===== src/rtl/ds_arb_pkg.sv =====
// ds_arb_pkg: shared FSM type and round-robin pick helper for ds_rr_arbiter
package ds_arb_pkg;
  typedef enum logic {ST_IDLE, ST_GRANT} ds_arb_state_t;
  localparam int MAX_IN = 32;
  localparam int PICK_W = $clog2(MAX_IN);
  function automatic logic [PICK_W-1:0] rr_pick(
    input logic [MAX_IN-1:0] req,
    input logic [PICK_W-1:0] last,
    input logic [PICK_W:0]   n
  );
    logic [PICK_W:0] idx;
    logic [PICK_W:0] kv;
    logic            found;
    rr_pick = last;
    found = 1'b0;
    for (int k = 1; k <= MAX_IN; k++) begin
      kv = (PICK_W+1)'(k);
      idx = {1'b0, last} + kv;
      idx = idx >= n ? idx - n : idx;
      if (!found && kv <= n && req[idx[PICK_W-1:0]]) begin
        rr_pick = idx[PICK_W-1:0];
        found = 1'b1;
      end
    end
  endfunction
endpackage


===== src/rtl/ds_mux.sv =====
// ds_mux: steer one of N streams onto a shared output and route ready back to the selected input
module ds_mux #(
  parameter int WIDTH = 9,
  parameter int N = 4,
  localparam int SW = $clog2(N)
) (
  input  logic                  en,
  input  logic [SW-1:0]         sel,
  input  logic [N-1:0][WIDTH-1:0] i_dat,
  input  logic [N-1:0]          i_val,
  output logic [N-1:0]          i_rdy,
  output logic [WIDTH-1:0]      o_dat,
  output logic                  o_val,
  input  logic                  o_rdy
);
  always_comb begin
    o_dat = i_dat[sel];
    o_val = en & i_val[sel];
    i_rdy = en ? N'(o_rdy) << sel : '0;
  end
endmodule


===== src/rtl/ds_rr_arbiter.sv =====
// ds_rr_arbiter: round-robin packet arbiter sharing one stream output among INPUTS producers
module ds_rr_arbiter
  import ds_arb_pkg::*;
#(
  parameter int WIDTH = 8,
  parameter int INPUTS = 4,
  parameter int BURST = 0,
  localparam int SW = $clog2(INPUTS)
) (
  input  logic                        reset,
  input  logic                        clk,
  input  logic [INPUTS-1:0][WIDTH-1:0] i_dat,
  input  logic [INPUTS-1:0]           i_eop,
  input  logic [INPUTS-1:0]           i_val,
  output logic [INPUTS-1:0]           i_rdy,
  output logic [WIDTH-1:0]            o_dat,
  output logic                        o_eop,
  output logic                        o_val,
  input  logic                        o_rdy,
  output logic [SW-1:0]               o_sel
);
  localparam int CW = BURST > 0 ? $clog2(BURST + 1) : 1;
  localparam logic [CW-1:0] CNT_LAST = CW'(BURST > 0 ? BURST - 1 : 0);
  ds_arb_state_t state_q, state_d;
  logic [SW-1:0] grant_q, grant_d, last_q, last_d;
  logic [CW-1:0] cnt_q, cnt_d;
  logic [INPUTS-1:0][WIDTH:0] mux_in;
  logic [WIDTH:0] mux_out;
  logic in_grant, beat, rel;
  always_comb begin
    for (int i = 0; i < INPUTS; i++) mux_in[i] = {i_eop[i], i_dat[i]};
  end
  assign in_grant = state_q == ST_GRANT;
  ds_mux #(.WIDTH(WIDTH + 1), .N(INPUTS)) u_mux (
    .en(in_grant),
    .sel(grant_q),
    .i_dat(mux_in),
    .i_val(i_val),
    .i_rdy(i_rdy),
    .o_dat(mux_out),
    .o_val(o_val),
    .o_rdy(o_rdy)
  );
  assign o_dat = mux_out[WIDTH-1:0];
  assign o_eop = in_grant & mux_out[WIDTH];
  assign o_sel = grant_q;
  assign beat = o_val & o_rdy;
  assign rel = beat & (mux_out[WIDTH] | (BURST > 0 && cnt_q == CNT_LAST));
  always_comb begin
    state_d = state_q;
    grant_d = grant_q;
    last_d = last_q;
    cnt_d = cnt_q;
    if (!in_grant) begin
      if (|i_val) begin
        state_d = ST_GRANT;
        grant_d = SW'(rr_pick(MAX_IN'(i_val), PICK_W'(last_q), (PICK_W+1)'(INPUTS)));
      end
    end else if (rel) begin
      state_d = ST_IDLE;
      last_d = grant_q;
      cnt_d = '0;
    end else if (beat) begin
      cnt_d = cnt_q + 1'b1;
    end
  end
  always_ff @(posedge clk) begin
    if (reset) begin
      state_q <= ST_IDLE;
      grant_q <= '0;
      last_q <= SW'(INPUTS - 1);
      cnt_q <= '0;
    end else begin
      state_q <= state_d;
      grant_q <= grant_d;
      last_q <= last_d;
      cnt_q <= cnt_d;
    end
  end
endmodule

===== config.mk =====
export PLATFORM = sky130hd
export DESIGN_NAME = ds_rr_arbiter
export DESIGN_NICKNAME = d
export VERILOG_FILES = /design/src/rtl/ds_arb_pkg.sv /design/src/rtl/ds_mux.sv /design/src/rtl/ds_rr_arbiter.sv
export SDC_FILE = /design/constraint.sdc
export NUM_CORES = 1
export LEC_CHECK = 0
export ABC_AREA = 1
export CORE_AREA = 5 5 62 64
export DETAILED_ROUTE_END_ITERATION = 10
export DIE_AREA = 0 0 67 69
export PLACE_DENSITY = 0.7
export SLEW_MARGIN = 20
export SYNTH_ARGS = -nofsm -noshare
export SYNTH_HDL_FRONTEND = slang
export SYNTH_SLANG_ARGS = --single-unit

===== constraint.sdc =====
create_clock -name clk -period 2.7 [get_ports clk]
set_input_delay 0.405 -clock clk [delete_from_list [all_inputs] [get_ports clk]]
set_output_delay 0.405 -clock clk [all_outputs]
set_load 0.03 [all_outputs]

==> run summary <==
outcome: completed
Peak VDD IR: 166.5 uV
Post-CTS Setup Inserts: 0
cell area after synthesis: 802.0 um2
busiest grt layer: met2
Critical Path Start Type: register
HPWL after DPL: 2252 um
total CTS buffers: 3
Die Wd: 67 um
Max Slew Vio Count: 0
Total Routing Usage GR: 12.59%
Worst-Margin Slew: 0.4727 ns
post-synth top area share: 12.48%
Yosys reg bits: 5
Final Hold Slack: 0.5205 ns
Fin. Hold Viols: 0
Placement Rows: 21
share of cells above drive strength 1: 10.71%
total core area: 3232 um2
Mapped Cells: 138
1st-pass router iterations: 4
initial core utilization: 24.82%
unrepaired setup endpoints after global routing: false
Synth Area per Inst: 5.812 um2
fmax: 0.4038 GHz
vias per cell: 4.554
worst-path fanout max: 12
internal reg-to-reg setup slack: 0.84 ns
WL/cell: 11.57 um
leakage power: 0.6233 nW
ranking of synthesized cells by area: dfxtp_1, o21ai_0, nand2_1, nor2_1, ha_1
skew final: 0.001206 ns
Yosys cell types: 22
worst-case clock buffer depth: 2
drc violations: 0
Fill cells: 362
clock sinks: 5
n_diodes: 0
pin count of the biggest net entering global routing: 15
Synth area leader: dfxtp_1
cts repair resizes: 0
Detailed Route WL: 2800 um
max cap viols: 0
P per Cell Area: 420.2 nW/um2
root buf cell: clkbuf_4
relative slew slack: 68.44%
via count: 1,102
Remaining Overflow, GRT: 0
clock slew at reported path FFs: 0.04 ns
critical path arrival: 2.07 ns
nets: 245
M2 GR Usage: 20.41%
Fin Setup TNS: 0 ns
post-synthesis sequential area ratio: 12.48%
Area growth, synth to finish: 79.25%
worst-skew pair later-pin latency: 0.24 ns
Final Setup Violations: 0
H-tree Lvls: 1
Global Route met3 Usage: 5.032%
Worst setup EP type: output pin
crit path kind: reg2out
RePlAce Congestion: 0.7439
vias in the first global route: 1,079
initial antenna violation count: 0
Die H: 69 um
multi-input logic area: 593.1 um2
Reg area: 100.1 um2
worst hold path class: reg2reg
fin crit period: 2.476 ns
IO buf count: 58
num ports: 59
CTS tree: done
Ys Warns: 0
grt met1 use: 14.22%
die area: 4623 um2
syn_nets: 186
post-route ant nets: 0
Critical Path RT: 2.30 ns
first-pass GRT wire length: 4650 um
Hold Buf Count CTS: 0
final worst path period share: 91.71%
Iter 0 DRT Violations: 35
## synth_stat cells (all sizes together)
cell / n
clkbuf: 2
a21oi: 7
nand3: 12
o22ai: 8
nand2: 27
nor2: 24
o21ai: 21
dfxtp: 5
ha: 5
nor3: 5
o211ai: 3
buf: 5
inv: 14
## placed cells by master (no fill, tap or decap), types with 3 or more instances in the layout
master and n:
inv_1 11, clkbuf_4 3, nand3_2 3, o22ai_1 8, nor2_1 20, o21ai_0 18
clkdlybuf4s50_1 58, nand2_2 3, nor2_2 4, nand3_1 9, nand2_1 24, a21oi_1 7
dfxtp_1 5, ha_1 5, nor3_1 5, buf_4 3
## final timing paths
path                            startpoint  endpoint  depth (start not counted)
worst max-delay path              o_sel[0]  o_dat[4]                          5
worst min-delay path              in_grant  in_grant                          2
worst max register to register   last_q[0]  o_sel[0]                         11
worst min register to register    in_grant  in_grant                          2
## final cells by class
cell class | count | area share, %
inverter | 14 | 4.003
tap | 46 | 4.003
timing repair buffer | 61 | 41.95
clock buffer | 4 | 1.828
multi-input combinational | 112 | 41.25
sequential | 5 | 6.963
## registers in the layout (all words and copies together), names as in the netlist
name / cells
o_sel: 2
in_grant: 1
last_q: 2
## cell families (layout without fill, tap and decap cells)
| logic type | after synthesis | in the layout | synth area share, % |
|---|---|---|---|
| flip-flops | 5 | 5 | 12.48 |
| AND/OR/NAND/NOR | 68 | 68 | 38.53 |
| AO/OA/AOI/OAI | 39 | 39 | 27.61 |
| adder cells (fa/ha/maj) | 5 | 5 | 7.800 |
| buffers and inverters | 21 | 79 | 13.57 |
## critical path, stage by stage (launching register included)
cell and delay, ns:
dfxtp_1 0.42, inv_2 0.22, buf_4 0.22, nor2_1 0.07, o22ai_1 0.19, clkdlybuf4s50_1 0.70
## routing by layer
| layer | wire [um] | part of all wire (%) |
|---|---|---|
| met5 | 0 | 0 |
| met2 | 1276 | 46 |
| met3 | 334 | 12 |
| met4 | 12 | 0.43 |
| met1 | 1177 | 42 |
## where the power goes
part | switching (mW) | total [mW] | internal, mW
Sequential | 0.0154 | 0.0976 | 0.0822
Combinational | 0.232 | 0.420 | 0.188
Clock | 0.0308 | 0.0867 | 0.0559
## stage by stage
step                      power, mW  util (%)  std cells  setup slack [ns]  cell area (um2)
after CTS                    0.6117     44.48        242            0.1927             1438
after floorplan              0.3483         -        138            0.6493            802.0
after global routing         0.6560     44.48        242           0.07183             1438
final                        0.6042     44.48        242            0.2238             1438
after detailed placement     0.5219     43.67        238            0.2593             1411
after global placement       0.5192     43.67        238            0.2390             1411
(Power assumes the default switching activity.)
